<file path="config.mk">
export PLATFORM = sky130hd
export DESIGN_NAME = rr_gnt_mux
export DESIGN_NICKNAME = d
export VERILOG_FILES = /design/src/rtl/rr_gnt_mux.sv
export SDC_FILE = /design/constraint.sdc
export NUM_CORES = 1
export LEC_CHECK = 0
export ABC_AREA = 1
export CORE_ASPECT_RATIO = 1.2
export CORE_UTILIZATION = 43
export CTS_BUF_LIST = sky130_fd_sc_hd__clkbuf_4
export DETAILED_ROUTE_END_ITERATION = 10
export GPL_TIMING_DRIVEN = 0
export PLACE_DENSITY = 0.78
export SYNTH_ARGS = -nofsm -noshare
export SYNTH_HDL_FRONTEND = slang
export SYNTH_SLANG_ARGS = --single-unit
</file>
<file path="constraint.sdc">
create_clock -name clk -period 1.3 [get_ports clk]
set_input_delay 0.26 -clock clk [delete_from_list [all_inputs] [get_ports clk]]
set_output_delay 0.26 -clock clk [all_outputs]
set_load 0.03 [all_outputs]
</file>
<file path="src/rtl/rr_gnt_mux.sv">
// rr_gnt_mux: grant-driven payload mux with packet lock and 2-entry output FIFO.
//
// Sits downstream of a 4-requester round-robin arbiter. The arbiter's one-hot grant
// selects one requester's beat. An accepted beat is acked in the same cycle and
// pushed into a 2-deep FIFO. Once a packet starts (an accepted beat with last=0),
// ownership is locked to that requester until its last beat. Ownership is also
// released if MAX_BURST beats arrive without a last beat; that case raises burst_err.
//
// Handshake: a beat from requester i is transferred in the cycle where ack[i]=1.
// The bench/arbiter side has no ready signal; ack is the only acceptance indication.
// On the output side, a head beat moves when out_valid && out_ready at the rising edge.
// While out_valid && !out_ready, out_data, out_src and out_last hold stable.
//
// Ports:
//   clk, rst           clock (rising edge), asynchronous active-high reset
//   gnt[3:0]           one-hot grant; 0 = idle
//   req_data           4 payloads, requester i at [i*DATA_W +: DATA_W]
//   req_last[3:0]      per-requester last-beat flag
//   ack[3:0]           combinational per-requester accept
//   out_valid/out_data/out_src/out_last/out_ready   FIFO head, valid/ready
//   lock_act, lock_src packet lock state and owner
//   err_clr            clears sticky errors
//   gnt_err            sticky: gnt had two or more bits set
//   burst_err          sticky: MAX_BURST beats without last
//   stat_beats[15:0]   saturating count of accepted beats (only with RR_GNT_MUX_STATS_EN)
//
// Optional feature macro: RR_GNT_MUX_STATS_EN (adds stat_beats).

module rr_gnt_mux #(
    parameter int DATA_W    = 8,
    parameter int MAX_BURST = 8
) (
    input  logic                  clk,
    input  logic                  rst,
    input  logic [3:0]            gnt,
    input  logic [4*DATA_W-1:0]   req_data,
    input  logic [3:0]            req_last,
    output logic [3:0]            ack,
    output logic                  out_valid,
    output logic [DATA_W-1:0]     out_data,
    output logic [1:0]            out_src,
    output logic                  out_last,
    input  logic                  out_ready,
    output logic                  lock_act,
    output logic [1:0]            lock_src,
    input  logic                  err_clr,
    output logic                  gnt_err,
    output logic                  burst_err
`ifdef RR_GNT_MUX_STATS_EN
    ,
    output logic [15:0]           stat_beats
`endif
);

    typedef enum logic {
        UNLOCKED = 1'b0,
        LOCKED   = 1'b1
    } lock_state_t;

    // Beat count value at which the next non-last beat hits MAX_BURST.
    localparam logic [3:0] BURST_LAST = 4'(MAX_BURST - 1);

    lock_state_t        state;
    logic [3:0]         beats;

    logic               one_hot;
    logic               multi;
    logic [1:0]         idx;
    logic               space;
    logic               owner_ok;
    logic               accept;
    logic               pop;
    logic [DATA_W-1:0]  sel_data;
    logic               sel_last;
    logic               burst_hit;

    logic [1:0]         count;
    logic               rd_ptr;
    logic               wr_ptr;
    logic [DATA_W-1:0]  mem_data [2];
    logic [1:0]         mem_src  [2];
    logic               mem_last [2];

    // Grant decode and acceptance.
    always_comb begin
        one_hot = (gnt != 4'd0) && ((gnt & (gnt - 4'd1)) == 4'd0);
        multi   = (gnt != 4'd0) && !one_hot;
        case (gnt)
            4'b0010: idx = 2'd1;
            4'b0100: idx = 2'd2;
            4'b1000: idx = 2'd3;
            default: idx = 2'd0;
        endcase
        sel_data = req_data[int'(idx)*DATA_W +: DATA_W];
        sel_last = req_last[idx];
        // Space uses the registered count only; a same-cycle pop does not free a slot.
        space    = (count < 2'd2);
        owner_ok = (state == UNLOCKED) || (idx == lock_src);
        accept   = one_hot && space && owner_ok;
        ack      = accept ? gnt : 4'd0;
        pop      = out_valid && out_ready;
        burst_hit = (state == LOCKED) && accept && !sel_last && (beats == BURST_LAST);
    end

    assign out_valid = (count != 2'd0);
    assign out_data  = mem_data[rd_ptr];
    assign out_src   = mem_src[rd_ptr];
    assign out_last  = mem_last[rd_ptr];
    assign lock_act  = (state == LOCKED);

    // Output FIFO. Storage is cleared on reset so the head reads as zero.
    always_ff @(posedge clk or posedge rst) begin
        if (rst) begin
            count       <= 2'd0;
            rd_ptr      <= 1'b0;
            wr_ptr      <= 1'b0;
            mem_data[0] <= '0;
            mem_data[1] <= '0;
            mem_src[0]  <= 2'd0;
            mem_src[1]  <= 2'd0;
            mem_last[0] <= 1'b0;
            mem_last[1] <= 1'b0;
        end else begin
            if (accept) begin
                mem_data[wr_ptr] <= sel_data;
                mem_src[wr_ptr]  <= idx;
                mem_last[wr_ptr] <= sel_last;
                wr_ptr           <= ~wr_ptr;
            end
            if (pop) begin
                rd_ptr <= ~rd_ptr;
            end
            count <= count + {1'b0, accept} - {1'b0, pop};
        end
    end

    // Packet lock FSM.
    always_ff @(posedge clk or posedge rst) begin
        if (rst) begin
            state    <= UNLOCKED;
            lock_src <= 2'd0;
            beats    <= 4'd0;
        end else begin
            case (state)
                UNLOCKED: begin
                    // A last=1 beat while unlocked is a single-beat packet.
                    if (accept && !sel_last) begin
                        state    <= LOCKED;
                        lock_src <= idx;
                        beats    <= 4'd1;
                    end
                end
                LOCKED: begin
                    if (accept) begin
                        if (sel_last || burst_hit) begin
                            state <= UNLOCKED;
                            beats <= 4'd0;
                        end else begin
                            beats <= beats + 4'd1;
                        end
                    end
                end
                default: begin
                    state <= UNLOCKED;
                    beats <= 4'd0;
                end
            endcase
        end
    end

    // Sticky errors: a new error in the clear cycle wins.
    always_ff @(posedge clk or posedge rst) begin
        if (rst) begin
            gnt_err   <= 1'b0;
            burst_err <= 1'b0;
        end else begin
            gnt_err   <= multi     | (gnt_err   & ~err_clr);
            burst_err <= burst_hit | (burst_err & ~err_clr);
        end
    end

`ifdef RR_GNT_MUX_STATS_EN
    always_ff @(posedge clk or posedge rst) begin
        if (rst) begin
            stat_beats <= 16'd0;
        end else if (err_clr) begin
            stat_beats <= 16'd0;
        end else if (accept && (stat_beats != 16'hFFFF)) begin
            stat_beats <= stat_beats + 16'd1;
        end
    end
`endif

endmodule

</file>
## Yosys cells after proc, flatten, opt, wreduce, memory -nomap -nowiden

Cells that the tools add are included.

- Word-level logic and storage cells: 91
- Input port bits: 44
- Output and inout bits: 21
- Flip-flop bits (word level): 35

- Bitwise logic cells: 11
- Multiplexer cells: 30
- Magnitude comparators: 5
- Eq/ne operators: 7
- Reductions and logical operators: 19
- Shifts and indexed selects: 1
- $add $sub $neg: 4

Operator list:

| kind | count |
|---|---|
| 8-bit 2-to-1 mux | 4 |
| 32-bit by 6-bit variable part select with 8-bit output | 1 |
| 16-bit bitwise mux | 1 |
| 4-bit 2-to-1 mux | 4 |
| 1-bit logical AND | 10 |
| 8-bit demux with 1-bit select | 1 |
| 4-bit by 3-bit == test with 1-bit output (second input constant) | 2 |
| 1-bit 2-to-1 mux | 8 |
| 2-bit 2-to-1 mux | 4 |
| 4-bit one-hot mux with 2 select lines | 1 |
| 2-bit one-hot mux with 3 select lines | 1 |
| 4-bit by 1-bit adder with 4-bit output (second input constant) | 1 |
| 4-bit AND | 1 |
| 4-bit bitwise mux | 1 |
| 4-bit by 2-bit == test with 1-bit output (second input constant) | 1 |
| 4-bit == test (second input constant) | 1 |
| 2-bit greater-or-equal comparator (second input constant) | 2 |
| 4-bit zero test | 1 |
| 2-bit by 1-bit inequality test with 1-bit output (second input constant) | 2 |
| 1-bit inverter | 4 |
| 1-bit inverter with 2-bit output | 2 |
| 2-bit AND reduction | 2 |
| 4-bit nonzero test | 1 |
| 4-bit by 1-bit subtractor with 4-bit output (second input constant) | 1 |
| 16 further kinds | 20 |

## Depth between registers and ports, before layout

- Depth in word-level cells: 13
- Mapped depth: 13
- Depth with buffers taken out: 12

## Worst setup path before layout

OpenSTA, ideal clock, no wires.

- Path type: reg2reg
- From: register count[1]
- To: register count[1]
- Path slack: -0.386 ns
- Data arrival time: 1.557 ns
- Cell stages (with the launch flop): 10
- Data required time: 1.171 ns
- Path through: dfrtp_1 inv_1 nand2_1 nand2_1 inv_1 ha_1 inv_1 ha_1 xnor2_1 xor2_1

- Elaborated cells between the ends (all ways): 7

RTL lines:

| element | RTL line | source |
|---|---|---|
| start, declared | 77 | `logic [1:0] count;` |
| start signal, assigned | 133 | `count <= count + {1'b0, accept} - {1'b0, pop};` |
| 2-bit nonzero test | 105 | `assign out_valid = (count != 2'd0);` |
| via out_valid | 39 | `output logic out_valid,` |
| 1-bit logical AND | 101 | `pop = out_valid && out_ready;` |
| via pop | 72 | `logic pop;` |
| 2-bit by 1-bit subtractor with 2-bit output | 133 |  |

The timed path passes the listed nets, and every way through them passes these cells.
A chain may end at the register's enable or synchronous reset.

## Final worst setup path

- From: register count[1]
- To: output port ack[1]

- Word-level cells in the longest chain between the ends: 4

Ends and longest elaborated chain:

| element | RTL line | source |
|---|---|---|
| 2-bit < comparator | 97 | `space = (count < 2'd2);` |
| 1-bit logical AND (2 in series) | 99 | `accept = one_hot && space && owner_ok;` |
| via accept | 71 | `logic accept;` |
| 4-bit 2-to-1 mux | 100 | `ack = accept ? gnt : 4'd0;` |
| end, declared | 38 | `output logic [3:0] ack,` |

The timed path passes the listed nets, and every way through them passes these cells.

==> summary.txt <==
Status
  • Status: finished, violations left
  • Violated checks: setup timing

Die
  • Core Region: 4590 sq um
  • Die ar.: 5060 sq um
  • # rows: 27
  • # IOs: 65
  • Die height: 77.7 um
  • Die extent in x: 65.1 um
  • Starting Density: 0.447

Clock tree
  • Clock Pin Slew Worst Setup and Hold Paths: 110 ps
  • Total CTS buffers: 5
  • # H-tree levels: 2
  • CTS tree: done
  • Clk sinks: 35
  • Root Driver: clkbuf_4
  • Hold buffers post-CTS: 0
  • CTS max path bufs: 2
  • Clock latency on the worst-skew pair: 330 ps

Job
  • Max Cap Violations: 0

Placed design
  • Pre-CTS setup slack: -1420 ps
  • Final Wtd Congestion: 0.856
  • Placed inst area: 2860 sq um
  • Dpl hpwl: 3970 um
  • Dpl cells: 392
  • # port buffers: 64

Synthesis
  • Syn Area/Cell: 7.61 sq um
  • Post-synth EDFFs: 0
  • Sequential share of the synthesized area: 0.426
  • Asr flop ratio synth: 1.00
  • Yosys cell types: 28
  • Post-Syn Area: 2050 sq um
  • FF+latch count, synth: 35
  • Top cells by count, synth: 86 x nand2_1, 35 x dfrtp_1, 30 x inv_1
  • Most common cell in the synthesized netlist: nand2_1
  • Top cells by area, synth: dfrtp_1 43%, nand2_1 16%, a21oi_1 5.8%
  • Dominant synthesized flop cell: dfrtp_1
  • Syn Nets: 317
  • Syn Inst Count: 270
  • Yosys top cell area share: 0.426
  • Warning count from the yosys run: 0
  • Cell taking the most area after synthesis: dfrtp_1

Cells and area
  • Layout Nets: 415
  • Design area: 3430 sq um
  • Share of post-route cells with drive strength above 1: 0.391
  • Area growth, synth to finish: 67.1%
  • Post-Route Utilization: 0.747
  • Ant. Diodes: 0
  • Finished Layout Cells: 426

Critical path
  • Critical Path RT: 1040 ps
  • Kind of end point of the critical path: output pin
  • Worst setup path category: flip-flop to output pin
  • Arrival @ worst endpoint: 1500 ps
  • CP startpoint kind: flip-flop
  • R2r setup slk: -420 ps
  • CP max FO: 5

Global routing
  • Pin count of the biggest net entering global routing: 36
  • Total track usage: 0.255
  • Antenna violations before repair: 0
  • First-pass GRT wire length: 9930 um
  • Grt ovf: 0
  • Vias in the first global route: 2143

Route
  • Vias/cell: 5.25
  • Iter 0 DRT Violations: 123
  • DR vias: 2238
  • DRC errors left: 0
  • Total wire length: 6340 um
  • Drt pass-1 iters: 4
  • Detail Route Antenna Nets: 0
  • Drt wl/cell: 14.9 um

Power and ir drop
  • Leak: 1.69 nW
  • Tot Pwr: 7.08 mW
  • Pwr/cell area: 2060 nW/um^2
  • Worst vdd ir: 0.00107 V

STA
  • Max-slew violations: 0
  • Worst slew pin tran: 760 ps
  • Relative slew slack: 0.492
  • Post-route setup TNS: -14170 ps
  • Highest clock rate: 0.570 GHz
  • # setup viols final: 49
  • Count of final hold-check violations: 0
  • Setup WS post-layout: -455 ps
  • Fin crit period: 1760 ps
  • Fin crit share: 1.35
  • Unrepaired setup endpoints after global routing: yes
  • Setup Skew: 15.0 ps
  • Hold slack: 385 ps

Worst hold path
  • Hold Path Class: primary input to flip-flop
[path summary, 6_finish.rpt]
path | from | to | cells past startpoint
setup / recovery | count[1] | ack[1] | 8
hold / removal | gnt[1] | gnt_err | 5
setup reg to reg | count[1] | mem_src[0] | 13
hold reg to reg | mem_data[2] | mem_data[2] | 2
max in group asynchronous | rst | lock_src[0] | 2
min in group asynchronous | rst | mem_data[4] | 2
[final cells by class]
class                      count  area, sq um
buffer                         9          101
timing repair buffer          91          912
inverter                      35          150
clock inverter                 1         30.0
multi-input combinational    191         1240
sequential                    35          880
clock buffer                   6         45.0
fill                         352         1160
tap                           58         72.6
[logic make-up after synthesis]
group	Yosys count	synth area share
xor+xnor	5	0.0213
simple gates	126	0.278
fa+ha+maj	3	0.0183
flops	35	0.426
compound gates	54	0.146
buf+inv	44	0.0932
mux	3	0.0164
[cell usage in the layout, fill, tap and decap left out, types with 2 or more instances in the layout]
master / count
inv_2: 8
o21ai_4: 3
dfrtp_1: 32
clkdlybuf4s15_2: 3
o21ai_2: 9
nand2_4: 7
nor2_8: 2
ha_1: 2
buf_4: 16
nand2_1: 64
a22oi_1: 4
o21ai_1: 5
nand4_1: 4
clkdlybuf4s50_1: 39
o21ai_0: 3
nor2_4: 8
mux2_4: 3
dfrtp_2: 3
inv_1: 23
nor2_1: 11
nand3_1: 6
nand3_2: 2
xor2_1: 3
clkbuf_4: 6
a22oi_2: 4
buf_6: 30
a21oi_1: 24
nand2_2: 20
buf_8: 3
buf_2: 6
[where the power goes]
group          switching (mW)  internal (mW)  leakage (nW)
Combinational            2.38           2.08          1.22
Clock                   0.350          0.418        0.0417
Sequential              0.305           1.55         0.423
Total                    3.03           4.05          1.69
[timing repair]
action | CTS | global route
endpoints found under the setup margin | 89 | 51
cloned | 2 | 1
buffers inserted | 17 | 8
pin swaps | 13 | 16
gates resized for setup | 201 | 46
[layer usage]
metal	up-vias	wire length, um	track usage
li1	1063	-	-
met5	-	0	0
met4	0	115	0.0717
met1	1061	2370	0.304
met2	102	3430	0.460
met3	12	421	0.0471
[state kept, by name (all words and copies together) (netlist names), 2 cells and up]
| signal | cells |
|---|---|
| beats | 4 |
| mem_data | 16 |
| count | 2 |
| mem_last | 2 |
| mem_src | 4 |
| lock_src | 2 |
[worst max-delay path, cell delays in order, from the launching register on]
cell and delay (ps):
dfrtp_1 390, inv_2 80, nand2_2 60, nor2_4 150, nand2_2 100, nand2_4 110, inv_8 60, nor2_4 80
buf_6 130
Note: power is estimated with default switching activity, not from simulation.
